### src/rtl/peak_detect_ctrl.sv
// Peak-detect decimation controller: two samples per clock, per-window running
// max/min over DECIM sample pairs, one (max,min) result per window, NUM_WIN windows per capture.
module peak_detect_ctrl #(
    parameter int DW = 8,
    parameter int CW = 16,
    parameter int NW = 12
) (
    input  logic          clk,
    input  logic          rst,
    input  logic          start,
    input  logic          abort,
    input  logic [CW-1:0] decim,
    input  logic [NW-1:0] num_win,
    input  logic          in_valid,
    input  logic [DW-1:0] data1,
    input  logic [DW-1:0] data2,
    output logic          out_valid,
    input  logic          out_ready,
    output logic [DW-1:0] out_max,
    output logic [DW-1:0] out_min,
    output logic [NW-1:0] out_idx,
    output logic          busy,
    output logic          done,
    output logic          ovf
);

    typedef enum logic [1:0] {S_IDLE, S_RUN, S_DRAIN, S_DONE} state_t;

    state_t        r_state, w_next;
    logic          w_busy, w_done;

    logic          r_s1_valid;
    logic [DW-1:0] r_s1_max, r_s1_min;
    logic [CW-1:0] r_decim_m1, r_cnt;
    logic [NW-1:0] r_num_win, r_win;
    logic [DW-1:0] r_acc_max, r_acc_min;
    logic          r_out_valid, r_ovf;
    logic [DW-1:0] r_out_max, r_out_min;
    logic [NW-1:0] r_out_idx;

    logic          w_run, w_start_ok, w_step, w_first, w_final, w_last_win;
    logic          w_accept, w_load, w_drop;
    logic [DW-1:0] w_win_max, w_win_min;

    assign w_run      = (r_state == S_RUN);
    assign w_start_ok = (r_state == S_IDLE) && start && !abort;
    assign w_step     = w_run && r_s1_valid;
    assign w_first    = (r_cnt == '0);
    assign w_final    = w_step && (r_cnt == r_decim_m1);
    assign w_last_win = w_final && (r_win == r_num_win - NW'(1));
    assign w_accept   = r_out_valid && out_ready;
    // A completed window either lands in the output register or is dropped.
    assign w_load     = w_final && (!r_out_valid || out_ready);
    assign w_drop     = w_final && r_out_valid && !out_ready;
    assign w_win_max  = (w_first || (r_s1_max > r_acc_max)) ? r_s1_max : r_acc_max;
    assign w_win_min  = (w_first || (r_s1_min < r_acc_min)) ? r_s1_min : r_acc_min;

    always_ff @(posedge clk) begin
        if (rst) r_state <= S_IDLE;
        else     r_state <= w_next;
    end

    always_comb begin
        w_next = r_state;
        w_busy = (r_state != S_IDLE);
        w_done = (r_state == S_DONE);
        if (abort) begin
            w_next = S_IDLE;
        end else begin
            case (r_state)
                S_IDLE:  if (start) w_next = (num_win == '0) ? S_DONE : S_RUN;
                S_RUN:   if (w_last_win) w_next = S_DRAIN;
                S_DRAIN: if (!r_out_valid || out_ready) w_next = S_DONE;
                S_DONE:  w_next = S_IDLE;
                default: w_next = S_IDLE;
            endcase
        end
    end

    always_ff @(posedge clk) begin
        if (rst) begin
            r_s1_valid  <= 1'b0;
            r_s1_max    <= '0;
            r_s1_min    <= '0;
            r_decim_m1  <= '0;
            r_cnt       <= '0;
            r_num_win   <= '0;
            r_win       <= '0;
            r_acc_max   <= '0;
            r_acc_min   <= '0;
            r_out_valid <= 1'b0;
            r_out_max   <= '0;
            r_out_min   <= '0;
            r_out_idx   <= '0;
            r_ovf       <= 1'b0;
        end else if (abort) begin
            r_s1_valid  <= 1'b0;
            r_cnt       <= '0;
            r_win       <= '0;
            r_out_valid <= 1'b0;
        end else begin
            r_s1_valid <= w_run && in_valid;
            if (w_run && in_valid) begin
                r_s1_max <= (data2 > data1) ? data2 : data1;
                r_s1_min <= (data2 < data1) ? data2 : data1;
            end

            if (w_start_ok) begin
                r_decim_m1 <= (decim == '0) ? '0 : decim - CW'(1);
                r_num_win  <= num_win;
                r_cnt      <= '0;
                r_win      <= '0;
                r_ovf      <= 1'b0;
            end

            if (w_step) begin
                r_acc_max <= w_win_max;
                r_acc_min <= w_win_min;
                if (w_final) begin
                    r_cnt <= '0;
                    r_win <= r_win + NW'(1);
                end else begin
                    r_cnt <= r_cnt + CW'(1);
                end
            end

            if (w_load) begin
                r_out_valid <= 1'b1;
                r_out_max   <= w_win_max;
                r_out_min   <= w_win_min;
                r_out_idx   <= r_win;
            end else if (w_accept) begin
                r_out_valid <= 1'b0;
            end
            if (w_drop) r_ovf <= 1'b1;
        end
    end

    assign out_valid = r_out_valid;
    assign out_max   = r_out_max;
    assign out_min   = r_out_min;
    assign out_idx   = r_out_idx;
    assign busy      = w_busy;
    assign done      = w_done;
    assign ovf       = r_ovf;

endmodule

### config.mk
export PLATFORM = sky130hd
export DESIGN_NAME = peak_detect_ctrl
export DESIGN_NICKNAME = d
export VERILOG_FILES = /design/src/rtl/peak_detect_ctrl.sv
export SDC_FILE = /design/constraint.sdc
export NUM_CORES = 1
export LEC_CHECK = 0
export CORE_MARGIN = 5
export CORE_UTILIZATION = 50
export CTS_CLUSTER_DIAMETER = 100
export DETAILED_ROUTE_END_ITERATION = 12
export HOLD_SLACK_MARGIN = 0.12
export PLACE_DENSITY = 0.73
export SYNTH_ARGS = -nofsm -noshare
export SYNTH_HDL_FRONTEND = slang
export SYNTH_SLANG_ARGS = --single-unit
### constraint.sdc
create_clock -name clk -period 7.4 [get_ports clk]
set_input_delay 1.85 -clock clk [delete_from_list [all_inputs] [get_ports clk]]
set_output_delay 1.85 -clock clk [all_outputs]
set_load 0.02 [all_outputs]
==> results by group <==
Global route
  • Total GRT Usage: 21.71%
  • Vias in the first global route: 6018
  • First-pass GRT wire length: 28930 um
  • Largest net degree at the start of global routing: 93
  • GRT Residual Overflow: 0
  • Initial antenna violation count: 0

Timing
  • Fmax: 245.5 MHz
  • Clock Skew: 0.006369 ns
  • RSZ-0062 raised after global routing: false
  • Slew HR: 21.02%
  • Post-route clock period utilization: 55.05%
  • Setup TNS: 0 ns
  • Tmin final: 4.074 ns
  • Final Max Tran Viols: 0
  • Setup Viol. Count Final: 0
  • Worst-margin pin slew: 1.181 ns
  • Hold Vio Cnt, Final: 0

Worst setup path
  • CP Capture Type: flop
  • Worst-path fanout max: 8
  • CP Class: primary input to flop
  • Worst EP required: 7.72 ns
  • CP Launch Type: primary input
  • CP Data Arrival Time: 4.39 ns
  • Reg2reg setup slack: 3.98 ns

Synth
  • Syn Nets: 899
  • Mapped Avg Cell Area: 8.355 um^2
  • Synth Instances: 816
  • Post-synth EDFFs: 0
  • Mapped cell area: 6818 um^2
  • Top-count cell post-synth: dfxtp_1
  • Fraction of registers with async set or reset after synthesis: 0%
  • Post-synth top flop: dfxtp_1
  • #FFs+latches synth: 121
  • Post-synth top area share: 35.53%
  • Synth top area cells: dfxtp_1 (36%), mux2i_1 (7.6%), nor2_1 (6.4%)
  • Biggest area consumer among synthesized cells: dfxtp_1
  • Register area share after synthesis: 35.53%
  • Commonest cells in the netlist: dfxtp_1 (121), nor2_1 (116), mux2i_1 (52)
  • Warnings, synthesis: 0
  • Distinct cells, synth: 59

Placed design
  • IO Port Bufs: 81
  • DP Wirelength: 12260 um
  • Routability cong.: 0.8690

Detailed routing
  • Drt wl/cell: 16.22 um
  • Via density: 5.846
  • Drt pass-1 iters: 5
  • Routed WL: 17220 um
  • DRC: 0
  • Via count: 6208
  • Routed Antenna Nets: 0
  • Detailed Route Iter0 Violations: 394

Clock tree
  • Clk sinks: 121
  • Clock latency at the later pin of the worst-skew pair: 0.42 ns
  • Clock root buffer master: clkbuf_16
  • CTS tree: built
  • Setup Buffers After CTS: 0
  • H-tree lvl count: 4
  • Cts bufs inserted: 17
  • Hold_buf cts: 0
  • CTS clk-pin slew, worst paths: 0.05 ns
  • Max Root-Sink Buffers: 2
  • CTS resizes: 0

Power
  • Total power divided by cell area: 211.4 nW/um^2
  • Maximum vdd ir drop: 0.1516 mV
  • Overall power: 0.001763 W
  • P_leak: 3.000 nW

Die
  • Die W: 126.8 um
  • I/O pin count: 82
  • Core Area: 13300 um^2
  • Die Area: 16070 um^2
  • Die Y: 126.8 um
  • Starting density of the core: 51.28%
  • Row Count: 42

Cells and area
  • Nets: 956
  • P&R area growth vs syn: 22.35%
  • Layout cells sized above 1: 5.869%
  • Fillcell total: 1125
  • ANT cells: 0
  • Util after Layout: 62.74%

Worst hold path
  • Worst min-delay path class: flop to flop

Flow run
  • Max_cap viols: 0

Status
  • Status: complete, no violations
==> report_power, final <==
| group | switching [W] | internal [W] |
|---|---|---|
| logic | 0.000101 | 0.0000821 |
| registers | 0.0000124 | 0.000663 |
| clock network | 0.000288 | 0.000617 |
| total | 0.000401 | 0.00136 |
==> cell families (layout without fill, tap and decap cells) <==
logic type / after synthesis / after routing / share of synthesized area [%]
buffers and inverters: 92 / 162 / 5.359
adder cells (fa/ha/maj): 33 / 33 / 6.056
flip-flops: 121 / 121 / 35.53
AND/OR/NAND/NOR: 305 / 305 / 22.81
XOR/XNOR: 46 / 46 / 5.909
multiplexers: 52 / 52 / 7.634
AO/OA/AOI/OAI: 167 / 167 / 16.70
==> registers in the layout, indices dropped and copies added, names as in the netlist, 8 cells and up <==
register	cells
r_num_win	12
r_s1_min	8
out_idx	12
r_decim_m1	16
r_acc_min	8
out_min	8
r_win	12
r_s1_max	8
r_cnt	16
out_max	8
r_acc_max	8
==> path summary, 6_finish.rpt <==
path / end / start / cells past startpoint
max reg2reg: r_acc_min[5]$_SDFFE_PP0P_ / r_cnt[0]$_SDFFE_PP0P_ / 8
min reg2reg: r_num_win[11]$_SDFFE_PP0P_ / r_num_win[11]$_SDFFE_PP0P_ / 2
min: r_num_win[11]$_SDFFE_PP0P_ / r_num_win[11]$_SDFFE_PP0P_ / 2
max: r_s1_max[2]$_SDFFE_PP0P_ / data1[1] / 10
==> per-layer routing <==
metal	wire, um	up-vias	share of wire (%)	track usage (%)
met5	0	-	0	0
met4	387	0	2.2	8.328
met3	1028	28	6.0	6.221
met2	8258	190	48	35.96
met1	7547	2949	44	26.73
li1	-	3041	-	-
==> stage by stage <==
step	setup slack (ns)	instance area (um^2)	cells	hold WS, ns
after global routing	3.160	8342	1062	0.5197
after detailed placement	2.893	7690	1030	0.4734
after floorplan	3.540	6818	816	0.4493
after global placement	3.012	7690	1030	0.4717
final	3.326	8342	1062	0.4915
after CTS	3.319	8342	1062	0.4831
==> critical path, stage by stage <==
cell	delay, ns
clkdlybuf4s50_1	0.50
inv_1	0.06
ha_1	0.28
nor2b_1	0.14
o21a_1	0.11
o21a_1	0.10
o21bai_1	0.07
a21oi_1	0.78
mux2i_1	0.20
a211oi_1	0.28
==> placed cells by master (no fill, tap or decap), types with 3 or more instances in the layout <==
master | Yosys | routed
dfxtp_1 | 121 | 121
nor2_1 | 116 | 116
clkdlybuf4s50_1 | 0 | 80
mux2i_1 | 52 | 52
nand2_1 | 47 | 47
a21oi_1 | 48 | 47
inv_1 | 44 | 44
a211oi_1 | 34 | 34
ha_1 | 33 | 33
xnor2_1 | 29 | 29
nand3_1 | 25 | 25
nor3_1 | 23 | 22
o21ai_0 | 18 | 18
nand2b_1 | 17 | 17
xor2_1 | 17 | 17
clkbuf_16 | 0 | 17
a22oi_1 | 16 | 16
nand4_1 | 12 | 12
a311oi_1 | 12 | 12
and3_1 | 10 | 10
and4_1 | 8 | 8
o221ai_1 | 8 | 8
nor4_1 | 7 | 7
a21o_1 | 7 | 7
nor2b_1 | 6 | 6
nand4b_1 | 6 | 6
clkbuf_8 | 0 | 6
buf_4 | 1 | 5
or3_1 | 4 | 4
a41oi_1 | 4 | 4
bufinv_16 | 0 | 4
or3b_2 | 3 | 3
o21a_1 | 3 | 3
nand3b_1 | 3 | 3
nor3_2 | 2 | 3
or3_4 | 3 | 3
clkbuf_1 | 37 | 3
==> final cells by class <==
class	count	area, um^2	share of cell area [%]
clock buffers	26	519.2	6.225
clock inverters	6	132.6	1.590
inverters	44	165.2	1.980
multi-input cells	603	4039	48.42
flip-flops and latches	121	2422	29.04
well taps	176	220.2	2.640
repair buffers	86	843.3	10.11
No activity file was read; power rests on OpenSTA's default activity.
